==> config.mk <==
export PLATFORM = sky130hd
export DESIGN_NAME = reg_write_queue_flat
export DESIGN_NICKNAME = d
export VERILOG_FILES = /design/src/rtl/reg_write_queue_if.sv /design/src/rtl/reg_write_queue.sv /design/src/flat_wrapper.sv
export SDC_FILE = /design/constraint.sdc
export NUM_CORES = 1
export LEC_CHECK = 0
export CAP_MARGIN = 20
export CORE_ASPECT_RATIO = 1.25
export CORE_MARGIN = 5
export CORE_UTILIZATION = 31
export CTS_BUF_LIST = sky130_fd_sc_hd__clkbuf_8
export DETAILED_ROUTE_END_ITERATION = 10
export PLACE_DENSITY_LB_ADDON = 0.2
export SLEW_MARGIN = 20
export SYNTH_ARGS = -nofsm -noshare
export SYNTH_HDL_FRONTEND = slang
export SYNTH_SLANG_ARGS = --single-unit
==> constraint.sdc <==
create_clock -name clk -period 5.21 [get_ports clk]
set_input_delay 1.042 -clock clk [delete_from_list [all_inputs] [get_ports clk]]
set_output_delay 1.042 -clock clk [all_outputs]
set_load 0.02 [all_outputs]
==> src/rtl/reg_write_queue_if.sv <==
// Request/write-port bundle between the two write producers, the queue and the register block.
interface reg_write_queue_if #(
  parameter int ADDR_W = 8,
  parameter int DATA_W = 16,
  parameter int DEPTH  = 4
);
  localparam int CNT_W = $clog2(DEPTH) + 1;

  logic              Req0_Valid;
  logic [ADDR_W-1:0] Req0_Addr;
  logic [DATA_W-1:0] Req0_Data;
  logic              Req0_Ready;
  logic              Req1_Valid;
  logic [ADDR_W-1:0] Req1_Addr;
  logic [DATA_W-1:0] Req1_Data;
  logic              Req1_Ready;
  logic              Hold;
  logic [ADDR_W-1:0] Addr_In;
  logic [DATA_W-1:0] Data_In;
  logic              WE;
  logic [CNT_W-1:0]  Count;
  logic              Full;
  logic              Empty;

  modport master (
    output Req0_Valid, Req0_Addr, Req0_Data, Req1_Valid, Req1_Addr, Req1_Data, Hold,
    input  Req0_Ready, Req1_Ready, Addr_In, Data_In, WE, Count, Full, Empty
  );

  modport slave (
    input  Req0_Valid, Req0_Addr, Req0_Data, Req1_Valid, Req1_Addr, Req1_Data, Hold,
    output Req0_Ready, Req1_Ready, Addr_In, Data_In, WE, Count, Full, Empty
  );
endinterface

==> src/rtl/reg_write_queue.sv <==
// Two-source round-robin register write queue draining one write per cycle onto
// the register block's Addr_In/Data_In/WE port.
module reg_write_queue #(
  parameter int ADDR_W = 8,
  parameter int DATA_W = 16,
  parameter int DEPTH  = 4
) (
  input logic              clk,
  input logic              rst,
  reg_write_queue_if.slave bus
);
  localparam int PTR_W = (DEPTH > 1) ? $clog2(DEPTH) : 1;
  localparam int CNT_W = $clog2(DEPTH) + 1;
  localparam int ENT_W = ADDR_W + DATA_W;

  logic [ENT_W-1:0]  r_mem [DEPTH];
  logic [PTR_W-1:0]  r_wptr;
  logic [PTR_W-1:0]  r_rptr;
  logic [CNT_W-1:0]  r_count;
  logic              r_full;
  logic              r_empty;
  logic              r_prio;
  logic              r_we;
  logic [ADDR_W-1:0] r_addr;
  logic [DATA_W-1:0] r_data;

  logic              w_grant0;
  logic              w_grant1;
  logic              w_push;
  logic              w_pop;
  logic              w_contend;
  logic [ENT_W-1:0]  w_entry;
  logic [CNT_W-1:0]  w_count_nxt;

  // Grant uses only registered Full, so a same-cycle pop never opens a slot
  always_comb begin
    w_grant0 = 1'b0;
    w_grant1 = 1'b0;
    if (r_full) begin
      w_grant0 = 1'b0;
      w_grant1 = 1'b0;
    end else if (bus.Req0_Valid && bus.Req1_Valid) begin
      w_grant0 = ~r_prio;
      w_grant1 = r_prio;
    end else begin
      w_grant0 = bus.Req0_Valid;
      w_grant1 = bus.Req1_Valid;
    end
  end

  assign w_push    = w_grant0 | w_grant1;
  assign w_pop     = ~r_empty & ~bus.Hold;
  assign w_contend = bus.Req0_Valid & bus.Req1_Valid & w_push;
  assign w_entry   = w_grant1 ? {bus.Req1_Addr, bus.Req1_Data} : {bus.Req0_Addr, bus.Req0_Data};

  // Occupancy after this edge's push/pop
  always_comb begin
    w_count_nxt = r_count;
    case ({w_push, w_pop})
      2'b10:   w_count_nxt = r_count + CNT_W'(1);
      2'b01:   w_count_nxt = r_count - CNT_W'(1);
      default: w_count_nxt = r_count;
    endcase
  end

  // Storage, pointers, priority and the registered write port
  always_ff @(posedge clk or posedge rst) begin
    if (rst) begin
      for (int i = 0; i < DEPTH; i++) begin
        r_mem[i] <= {ENT_W{1'b0}};
      end
      r_wptr  <= {PTR_W{1'b0}};
      r_rptr  <= {PTR_W{1'b0}};
      r_count <= {CNT_W{1'b0}};
      r_full  <= 1'b0;
      r_empty <= 1'b1;
      r_prio  <= 1'b0;
      r_we    <= 1'b0;
      r_addr  <= {ADDR_W{1'b0}};
      r_data  <= {DATA_W{1'b0}};
    end else begin
      if (w_push) begin
        r_mem[r_wptr] <= w_entry;
        r_wptr        <= r_wptr + PTR_W'(1);
      end
      if (w_pop) begin
        {r_addr, r_data} <= r_mem[r_rptr];
        r_rptr           <= r_rptr + PTR_W'(1);
        r_we             <= 1'b1;
      end else begin
        r_we <= 1'b0;
      end
      if (w_contend) begin
        r_prio <= ~r_prio;
      end
      r_count <= w_count_nxt;
      r_full  <= (w_count_nxt == CNT_W'(DEPTH));
      r_empty <= (w_count_nxt == {CNT_W{1'b0}});
    end
  end

  assign bus.Req0_Ready = w_grant0;
  assign bus.Req1_Ready = w_grant1;
  assign bus.Addr_In    = r_addr;
  assign bus.Data_In    = r_data;
  assign bus.WE         = r_we;
  assign bus.Count      = r_count;
  assign bus.Full       = r_full;
  assign bus.Empty      = r_empty;
endmodule
==> src/flat_wrapper.sv <==
// flat-port wrapper written by rule: the top's interface ports become plain ports
module reg_write_queue_flat 
#(
  parameter int ADDR_W = 8,
  parameter int DATA_W = 16,
  parameter int DEPTH  = 4
)
  (clk, rst, bus_Req0_Valid, bus_Req0_Addr, bus_Req0_Data, bus_Req1_Valid, bus_Req1_Addr, bus_Req1_Data, bus_Hold, bus_Req0_Ready, bus_Req1_Ready, bus_Addr_In, bus_Data_In, bus_WE, bus_Count, bus_Full, bus_Empty);
  reg_write_queue_if #(.ADDR_W(ADDR_W), .DATA_W(DATA_W), .DEPTH(DEPTH)) bus_i ();
  input logic clk;
  input logic rst;
  input wire logic [$bits(bus_i.Req0_Valid)-1:0] bus_Req0_Valid;
  input wire logic [$bits(bus_i.Req0_Addr)-1:0] bus_Req0_Addr;
  input wire logic [$bits(bus_i.Req0_Data)-1:0] bus_Req0_Data;
  input wire logic [$bits(bus_i.Req1_Valid)-1:0] bus_Req1_Valid;
  input wire logic [$bits(bus_i.Req1_Addr)-1:0] bus_Req1_Addr;
  input wire logic [$bits(bus_i.Req1_Data)-1:0] bus_Req1_Data;
  input wire logic [$bits(bus_i.Hold)-1:0] bus_Hold;
  output wire logic [$bits(bus_i.Req0_Ready)-1:0] bus_Req0_Ready;
  output wire logic [$bits(bus_i.Req1_Ready)-1:0] bus_Req1_Ready;
  output wire logic [$bits(bus_i.Addr_In)-1:0] bus_Addr_In;
  output wire logic [$bits(bus_i.Data_In)-1:0] bus_Data_In;
  output wire logic [$bits(bus_i.WE)-1:0] bus_WE;
  output wire logic [$bits(bus_i.Count)-1:0] bus_Count;
  output wire logic [$bits(bus_i.Full)-1:0] bus_Full;
  output wire logic [$bits(bus_i.Empty)-1:0] bus_Empty;
  assign bus_i.Req0_Valid = bus_Req0_Valid;
  assign bus_i.Req0_Addr = bus_Req0_Addr;
  assign bus_i.Req0_Data = bus_Req0_Data;
  assign bus_i.Req1_Valid = bus_Req1_Valid;
  assign bus_i.Req1_Addr = bus_Req1_Addr;
  assign bus_i.Req1_Data = bus_Req1_Data;
  assign bus_i.Hold = bus_Hold;
  assign bus_Req0_Ready = bus_i.Req0_Ready;
  assign bus_Req1_Ready = bus_i.Req1_Ready;
  assign bus_Addr_In = bus_i.Addr_In;
  assign bus_Data_In = bus_i.Data_In;
  assign bus_WE = bus_i.WE;
  assign bus_Count = bus_i.Count;
  assign bus_Full = bus_i.Full;
  assign bus_Empty = bus_i.Empty;
  reg_write_queue #(.ADDR_W(ADDR_W), .DATA_W(DATA_W), .DEPTH(DEPTH)) u_core (.clk(clk), .rst(rst), .bus(bus_i));
endmodule
Word-level counts from Yosys, hierarchy flattened
Index checks and enable logic that the tools add are counted.
Operators by class
  multiplexer cells: 13
  bitwise operators: 9
  reductions and logical operators: 3
  add/sub/neg operators: 4
  magnitude comparators: 3
  eq/ne operators: 3
Operators with widths (count)
  96-bit bitwise mux: 1
  24-bit two-way mux: 4
  24-bit binary-select mux with 2-bit select: 1
  24-bit demux with 2-bit select: 1
  3-bit greater-or-equal comparator (second input constant): 2
  2-bit NOT with 3-bit output: 2
  3-bit case mux with 2 select lines: 1
  1-bit two-way mux: 5
  2-bit by 1-bit adder with 2-bit output (second input constant): 2
  3-bit by 1-bit adder with 3-bit output (second input constant): 1
  1-bit AND: 3
  3-bit equality test (second input constant): 1
  3-bit logical NOT: 1
  3-bit by 1-bit less-than comparator with 1-bit output (second input constant): 1
  1-bit NOT: 3
  3-bit by 1-bit subtractor with 3-bit output (second input constant): 1
  2-bit by 1-bit equality test with 1-bit output (second input constant): 1
  2-bit equality test (second input constant): 1
  1-bit logical AND: 2
  1-bit OR: 1
Word-level totals
  bits in registers: 131
  output and inout bits: 32
  word-level logic and storage cells: 48
  bits of input ports: 53

Logic depth before layout (Yosys ltp)
Gate-level depths: netlist (run 1).
  depth in word-level cells: 7
  mapped depth: 9
  gate-level depth less buffers: 7

Worst setup path before layout (run 1)
OpenSTA, ideal clock, no wires.
  kind: input-to-reg
  from: input bus_Req1_Valid
  to: register u_core.r_count[2] (netlist: u_core.bus.Count[2])
  path slack: 2315 ps
  data required time: 5083 ps
  setup time: 127 ps
  buffers on the path: 2
  arrival time: 2768 ps
  stages on the path: 9
  cell sequence: o21ba_2 > buf_2 > buf_2 > inv_1 > ha_1 > fa_1 > xnor2_1 > o21a_1 > or2_2
Between the ends
  cells in the longest elaborated chain, start to end: 6
Ends and longest elaborated chain
  start, declared: RTL line flat_wrapper.sv:15  | input wire logic [$bits(bus_i.Req1_Valid)-1:0] bus_Req1_Valid;
  1-bit logical AND: RTL line reg_write_queue.sv:42  | end else if (bus.Req0_Valid && bus.Req1_Valid) begin
  1-bit two-way mux: RTL line reg_write_queue.sv:42
  1-bit two-way mux: RTL line reg_write_queue.sv:39  | if (r_full) begin
  1-bit OR (*): RTL line reg_write_queue.sv:51  | assign w_push = w_grant0 | w_grant1;
  2-bit by 1-bit equality test with 1-bit output or 2-bit equality test (tied branches): RTL line reg_write_queue.sv:59  | case ({w_push, w_pop})
  3-bit case mux with 2 select lines (*): RTL line reg_write_queue.sv:59
  via u_core.w_count_nxt[2]: RTL line reg_write_queue.sv:33  | logic [CNT_W-1:0] w_count_nxt;
  end signal, assigned: RTL line reg_write_queue.sv:74  | r_count <= {CNT_W{1'b0}};
  end signal, assigned: RTL line reg_write_queue.sv:96  | r_count <= w_count_nxt;
  end, declared: RTL line reg_write_queue.sv:19  | logic [CNT_W-1:0] r_count;
The timed path passes the listed nets; every way through them passes the cells marked *.
A chain may end at the register's enable or synchronous reset.

Worst setup path in the final report (run 1)
  from: input bus_Req1_Valid
  to: output bus_Req1_Ready
Between the ends
  cells in the longest elaborated chain, start to end: 3
Ends and longest elaborated chain
  1-bit logical AND: RTL line reg_write_queue.sv:42
  1-bit two-way mux (*): RTL line reg_write_queue.sv:42
  1-bit two-way mux (*): RTL line reg_write_queue.sv:39
  end, declared: RTL line flat_wrapper.sv:20  | output wire logic [$bits(bus_i.Req1_Ready)-1:0] bus_Req1_Ready;
Mark *: on every way between the ends. The rest lies on a longest branch, timed or not.

==> results of run 1 <==
critical path, stage by stage:
cell and delay [ns]:
sky130_fd_sc_hd__clkdlybuf4s50_1 0.59, sky130_fd_sc_hd__nand2b_4 0.33, sky130_fd_sc_hd__nor2_1 0.23, sky130_fd_sc_hd__clkdlybuf4s50_1 0.63
kinds of logic (layout without fill, tap and decap cells):
kind of cell	after synthesis	count (layout)	synth area share [%]
flip-flops	131	131	52.5
AND/OR/NAND/NOR	41	41	5.47
multiplexers	49	49	14.0
AO/OA/AOI/OAI	222	222	20.9
XOR/XNOR	6	6	0.841
adder cells (fa/ha/maj)	6	6	1.32
buffers and inverters	57	133	4.97
per-stage QoR:
stage / hold WS (ns) / setup slack, ns / total power, uW
4_1_cts: 0.517 / 1.33 / 4960
5_1_grt: 0.534 / 1.24 / 5240
6_report: 0.509 / 1.34 / 4900
3_3_place_gp: 0.490 / 1.38 / 4090
2_1_floorplan: 0.484 / 0.672 / 3440
3_5_place_dp: 0.499 / 1.33 / 4160
worst paths after layout:
check                                                  start                                 to  depth (start not counted)
min                        u_core.bus.Data_In[4]$_DFFE_PP0P_  u_core.bus.Data_In[4]$_DFFE_PP0P_                          1
max reg2reg                        u_core.bus.Full$_DFF_PP0_      u_core.bus.Count[2]$_DFF_PP0_                          7
min reg2reg                u_core.bus.Data_In[4]$_DFFE_PP0P_  u_core.bus.Data_In[4]$_DFFE_PP0P_                          1
min in group asynchronous                                rst  u_core.bus.Data_In[8]$_DFFE_PP0P_                          2
max in group asynchronous                                rst       u_core.r_mem[38]$_DFFE_PP0P_                          3
max                                           bus_Req1_Valid                     bus_Req1_Ready                          4
synth_stat cells, types with 2 or more instances:
cell type and instances:
sky130_fd_sc_hd__a21oi_1 98, sky130_fd_sc_hd__or3b_1 14, sky130_fd_sc_hd__nand2_1 2, sky130_fd_sc_hd__buf_6 6, sky130_fd_sc_hd__a31oi_2 10, sky130_fd_sc_hd__mux2_4 10, sky130_fd_sc_hd__clkbuf_1 22, sky130_fd_sc_hd__nor3_1 2
sky130_fd_sc_hd__dfrtp_1 130, sky130_fd_sc_hd__o21ai_1 10, sky130_fd_sc_hd__o21ai_0 15, sky130_fd_sc_hd__a31oi_1 86, sky130_fd_sc_hd__nor2_1 2, sky130_fd_sc_hd__mux4_1 4, sky130_fd_sc_hd__buf_2 22, sky130_fd_sc_hd__o21ba_2 2
sky130_fd_sc_hd__ha_1 5, sky130_fd_sc_hd__mux2_2 15, sky130_fd_sc_hd__mux4_2 20, sky130_fd_sc_hd__or3b_4 10, sky130_fd_sc_hd__and2_1 4, sky130_fd_sc_hd__inv_1 4, sky130_fd_sc_hd__buf_4 2, sky130_fd_sc_hd__xnor2_1 5
sequential cells by signal, summed over array words and instances (netlist names):
| signal | flops |
|---|---|
| u_core.bus.WE | 1 |
| u_core.bus.Addr_In | 8 |
| u_core.bus.Full | 1 |
| u_core.r_wptr | 2 |
| u_core.r_rptr | 2 |
| u_core.r_mem | 96 |
| u_core.bus.Data_In | 16 |
| u_core.bus.Empty | 1 |
| u_core.bus.Count | 3 |
| u_core.r_prio | 1 |
report_power, final:
group	total [uW]	switching [uW]	internal, uW
Sequential	1910	370	1540
Clock	790	404	385
Combinational	2210	1110	1100
metal layers:
metal	routed length, um	up-vias
li1	-	2083
met1	7510	2345
met2	8650	166
met3	889	13
met4	184	0
met5	0	-
area by class of cell:
type	instances	share of cell area (%)
sequential	131	43.1
tap	270	4.44
timing repair buffer	97	12.3
inverter	4	0.263
clock buffer	18	3.25
multi-input combinational	324	35.1
clock inverter	14	1.53
placed cells by master (no fill, tap or decap), drive strengths merged, types with 2 or more instances in the layout:
cell type and n:
nand2b 2, inv 5, mux2 25, nand2 2, nor2 3, clkinv 9, dfrtp 130, xnor2 5
a21oi 98, clkbuf 18, o21ba 2, mux4 24, clkdlybuf4s50 84, or3b 24, buf 13, nor3 2
ha 5, clkinvlp 3, and2 4, o21ai 25, a31oi 96
==> flow_summary.yaml, run 1 <==
route:
  dr.first_iter.drc_count: 363
  first_pass_iters: 4
  detailroute.via_count: 4607
  detail_route.wl_per_cell_um: 20.1
  detail_route.vias_per_cell: 5.37
  number_of_drc_violations_after_detailed_routing: 0
  routed_wl_um: 17200
  detail-route-antenna-nets: 0
power:
  cellLeakagePower_uw: 0.00289
  power_per_cell_area_nw_per_um2: 644
  vdd_drop_max_v: 0.000261
clock_network:
  clk_pin_slew_ns: 0.08
  cts_post_setup_buffers_inserted: 0
  cts_hold_bufs: 0
  htreeDepth: 4
  insertion_delay_ns: 0.43
  tritoncts_clock_tree: "done"
  clk_root_buffer_cell: "sky130_fd_sc_hd__clkbuf_8"
  clock-sinks: 131
  cts-root-to-sink-buffers: 2
  cts_made_buffers: 17
  post_cts.resized_instances: 0
sta:
  maxSlewViolCount: 0
  finalWorstPathRequiredPeriod_ns: 3.87
  worst_slew_margin_rel_pct: 38.0
  timing.final.crit_share_pct: 74.2
  timing_worst_slew_pin_value_ns: 0.931
  setup_repair_after_global_routing_missed_its_margin: "false"
  fmax_mhz: 259
  finalSetupTns_ns: 0
  timing.clock.skew_ns: 0.0174
  setup_viol_count_final: 0
  hold_viol_final: 0
finish:
  nNetsFinal: 634
  final_design_area_no_fill_sq_um: 7610
  drive_gt1_share_pct: 20.1
  diode_insertion_count_for_antenna_repair: 0
  fillCellCount: 1932
  multi_input_comb_area_sq_um: 2670
  area.sequential_sq_um: 3280
  final-instance-count-excl-fill: 858
  area_growth_pct: 21.9
  finish.utilization_pct: 38.2
critical_path:
  crit_arrival_ns: 2.83
  sort_of_element_at_the_start_of_the_critical_path: "input pin"
  timing.setup.critical_path_class: "input pin to output port"
  worst_r2r_setup_slack_ns: 2.64
  critPathRequiredTime_ns: 4.17
  critPathMaxFanout: 49
  critPathCaptureType: "output port"
global_routing:
  first_pass_grt_wire_length_um: 27500
  global_route.usage.met3_pct: 3.12
  antenna_violations_before_repair: 0
  grt_overflow_total: 0
  global_route.usage.total_pct: 15.3
  grt_pass1_vias: 4818
  met1_track_usage_gr_pct: 20.6
  globalRouteMet2Util_pct: 25.2
  maximum_number_of_pins_on_one_net_before_global_route_repair: 99
  grt.busiest_layer: "met2"
yosys:
  post-synth-top-area-cell: "sky130_fd_sc_hd__dfrtp_1"
  syn-num-nets: 571
  syn_avg_cell_area_sq_um: 12.2
  netlist-cell-type-count: 36
  synth.area.top_cells: "sky130_fd_sc_hd__dfrtp_1, sky130_fd_sc_hd__a31oi_1, sky130_fd_sc_hd__a21oi_1"
  synth_flop_cell: "sky130_fd_sc_hd__dfrtp_1"
  flip_flop_and_latch_count_after_synthesis: 131
  synth.yosys.seq_area_share_pct: 52.5
  synth_enable_flop_cells: 0
  netlist.area_leader.share_pct: 52.1
  synth-warning-count: 0
  cells_after_synth: 512
  synth_async_sr_flop_share_pct: 100
  mappedNetlistArea_sq_um: 6250
floorplanning:
  start_util_pct: 31.3
  row_cnt: 58
  design.die.area_sq_um: 23100
  floorplan.core_area_sq_um: 20000
  die_height_um: 169
  die_width_um: 137
  floorplan.io_pins: 85
run:
  cap_viol_max_count: 0
place:
  count_of_buffers_inserted_at_the_top_level_ports: 84
  place.detailed.instances: 826
  finalWeightedCongestion: 0.726
  place.detailed.hpwl_um: 10500
  place_area_sq_um: 7250
run_status:
  run_status: "complete, no violations"
hold_path:
  worst_min_delay_path_category: "flop to flop"
Note: power is estimated with default switching activity, not from simulation.
==> inputs of run 2 (changes only) <==
==> constraint.sdc (replaced) <==
create_clock -name clk -period 3.4 [get_ports clk]
set_input_delay 0.68 -clock clk [delete_from_list [all_inputs] [get_ports clk]]
set_output_delay 0.68 -clock clk [all_outputs]
set_load 0.02 [all_outputs]
==> run 2 against run 1 <==
Compared with the run above:
- sequential power is 51% higher
- setup slack lost 0.81 ns
- combinational power grew 59%
- sequential cell count unchanged
- first-iteration DRC count up 20%
- non-clock buffer count up 7
- routed wire length grew 2.0%
- core utilization is 0.62 points higher
- clock skew fell by 0.0067 ns
- clock power rose by 73%
- critical path type unchanged
- largest cell class unchanged
==> flow_summary.yaml, run 2 (synthesis gave the netlist of run 1 again) <==
global_routing:
  maximum_number_of_pins_on_one_net_before_global_route_repair: 132
  antenna_violations_before_repair: 0
  grt_overflow_total: 0
  first_pass_grt_wire_length_um: 27900
  grt_pass1_vias: 4875
  global_route.usage.total_pct: 15.7
critical_path:
  critPathMaxFanout: 4
  worst_r2r_setup_slack_ns: 1.26
  worst_r2r_endpoint: "u_core.r_mem[91]$_DFFE_PP0P_"
  reg2reg_depth: 5
  sort_of_element_at_the_start_of_the_critical_path: "input pin"
  top_family_by_delay_on_critical_path: "buffers and inverters"
  crit_arrival_ns: 2.18
  critPathCaptureType: "output port"
  timing.critical_path.slowest_stage_cell: "sky130_fd_sc_hd__clkdlybuf4s50_1"
  worstReg2RegStart: "u_core.bus.Full$_DFF_PP0_"
  path_depth: 4
  cp_common_cell: "sky130_fd_sc_hd__clkdlybuf4s50_1"
  critical_path.max_stage_delay_ns: 0.68
  timing.setup.critical_path_class: "input pin to output port"
  critPathRequiredTime_ns: 2.72
  worstPathBufferInverterCount: 2
  cp_cell_sequence: "clkdlybuf4s50_1, nand2b_4, nor2_1, clkdlybuf4s50_1"
finish:
  largest_reg_flops: 96
  largest_register: "u_core.r_mem"
  final_design_area_no_fill_sq_um: 7740
  finish.utilization_pct: 38.8
  multi_input_comb_area_sq_um: 2670
  diode_insertion_count_for_antenna_repair: 0
  drive_gt1_share_pct: 21.0
  area_growth_pct: 23.9
  layout.cells.most_common_list: "sky130_fd_sc_hd__dfrtp_1, sky130_fd_sc_hd__a21oi_1, sky130_fd_sc_hd__a31oi_1"
  area.sequential_sq_um: 3280
  nNetsFinal: 641
  layout_commonest_cell: "sky130_fd_sc_hd__dfrtp_1"
  fillCellCount: 1905
power:
  power.internal_uw: 4830
  power.sequential.fraction_pct: 37.0
  vdd_drop_max_v: 0.000333
  total_net_switching_power_uw: 2940
  cellLeakagePower_uw: 0.00294
  share_comb_of_total_power_pct: 45.3
  power_per_cell_area_nw_per_um2: 1000
  switching_share_pct: 37.8
  clock_power_share_pct: 17.6
place:
  place_area_sq_um: 7330
  place.detailed.hpwl_um: 10900
  count_of_buffers_inserted_at_the_top_level_ports: 84
  finalWeightedCongestion: 0.765
hold_path:
  hold-path-cell-count: 1
  worstHoldStart: "u_core.bus.Data_In[0]$_DFFE_PP0P_"
  worst_min_delay_path_category: "flop to flop"
  worst_hold_path.endpoint: "u_core.bus.Data_In[0]$_DFFE_PP0P_"
route:
  detail_route.vias_per_cell: 5.40
  routed_wl_um: 17600
  first_pass_iters: 5
  dr.first_iter.drc_count: 435
  detail_route.wl_per_cell_um: 20.3
  number_of_drc_violations_after_detailed_routing: 0
  detailroute.via_count: 4671
  detail-route-antenna-nets: 0
floorplanning:
  floorplan.core_area_sq_um: 20000
  die_height_um: 169
  start_util_pct: 31.3
  design.die.area_sq_um: 23100
  floorplan.io_pins: 85
  row_cnt: 58
  die_width_um: 137
sta:
  setup_viol_count_final: 0
  fmax_mhz: 349
  setup_repair_after_global_routing_missed_its_margin: "false"
  finalSetupTns_ns: 0
  worst_slew_margin_rel_pct: 41.8
  maxSlewViolCount: 0
  timing_worst_slew_pin_value_ns: 0.872
  timing.clock.skew_ns: 0.0107
  finalWorstPathRequiredPeriod_ns: 2.86
  hold_viol_final: 0
  timing.final.crit_share_pct: 84.2
  worst_hold_slack_ns: 0.508
clock_network:
  clk_root_buffer_cell: "sky130_fd_sc_hd__clkbuf_8"
  clock-sinks: 131
  post_cts.resized_instances: 0
  cts_post_setup_buffers_inserted: 0
  tritoncts_clock_tree: "done"
  cts_made_buffers: 17
  htreeDepth: 4
  cts_hold_bufs: 0
  insertion_delay_ns: 0.45
  clk_pin_slew_ns: 0.07
  cts-root-to-sink-buffers: 2
run_status:
  run_status: "complete, no violations"
run:
  cap_viol_max_count: 0
==> run 2: cell type report <==
cell class	instances	area share, %
multi-input combinational	324	34.6
timing repair buffer	104	13.1
clock inverter	14	2.12
clock buffer	18	3.20
sequential	131	42.4
tap	270	4.37
inverter	4	0.243
==> run 2: how the worst max path moves through the flow <==
stage,start,endpoint,slack (ns)
final,bus_Req1_Valid,bus_Req1_Ready,0.54
after global routing,bus_Req1_Valid,bus_Req1_Ready,0.43
after CTS,bus_Req1_Valid,bus_Req1_Ready,0.48
after detailed placement,bus_Req1_Valid,u_core.r_mem[91]$_DFFE_PP0P_,0.45
after global placement,bus_Req1_Valid,bus_Req1_Ready,0.49
after floorplan,bus_Req1_Valid,u_core.bus.Count[2]$_DFF_PP0_,0.87
==> run 2: per-stage QoR <==
| stage | total power, uW | setup slack, ns | cells |
|---|---|---|---|
| 2_1_floorplan | 5270 | 0.867 | 512 |
| 3_3_place_gp | 6320 | 0.490 | 833 |
| 3_5_place_dp | 6460 | 0.453 | 833 |
| 4_1_cts | 7860 | 0.483 | 865 |
| 5_1_grt | 8300 | 0.430 | 865 |
| 6_report | 7770 | 0.536 | 865 |
==> run 2: worst reg2reg max path: stages (launching register included) <==
cell and delay [ns]:
sky130_fd_sc_hd__dfrtp_1 0.42, sky130_fd_sc_hd__o21ba_4 0.23, sky130_fd_sc_hd__buf_4 0.45, sky130_fd_sc_hd__buf_4 0.55, sky130_fd_sc_hd__a21oi_1 0.20, sky130_fd_sc_hd__a31oi_2 0.21
==> run 2: metal layers <==
metal | wire (um) | GRT usage (%)
met1 | 7790 | 21.4
met2 | 8490 | 24.7
met3 | 1010 | 3.45
met4 | 282 | 5.51
met5 | 0 | 0
==> run 2: power by group through the flow <==
stage / combinational [uW] / clock, uW / sequential [uW]
after CTS: 3560 / 1410 / 2880
after global placement: 3470 / 0 / 2850
final: 3520 / 1370 / 2880
after global routing: 3830 / 1480 / 2990
after detailed placement: 3550 / 0 / 2910
after floorplan: 2370 / 0 / 2890
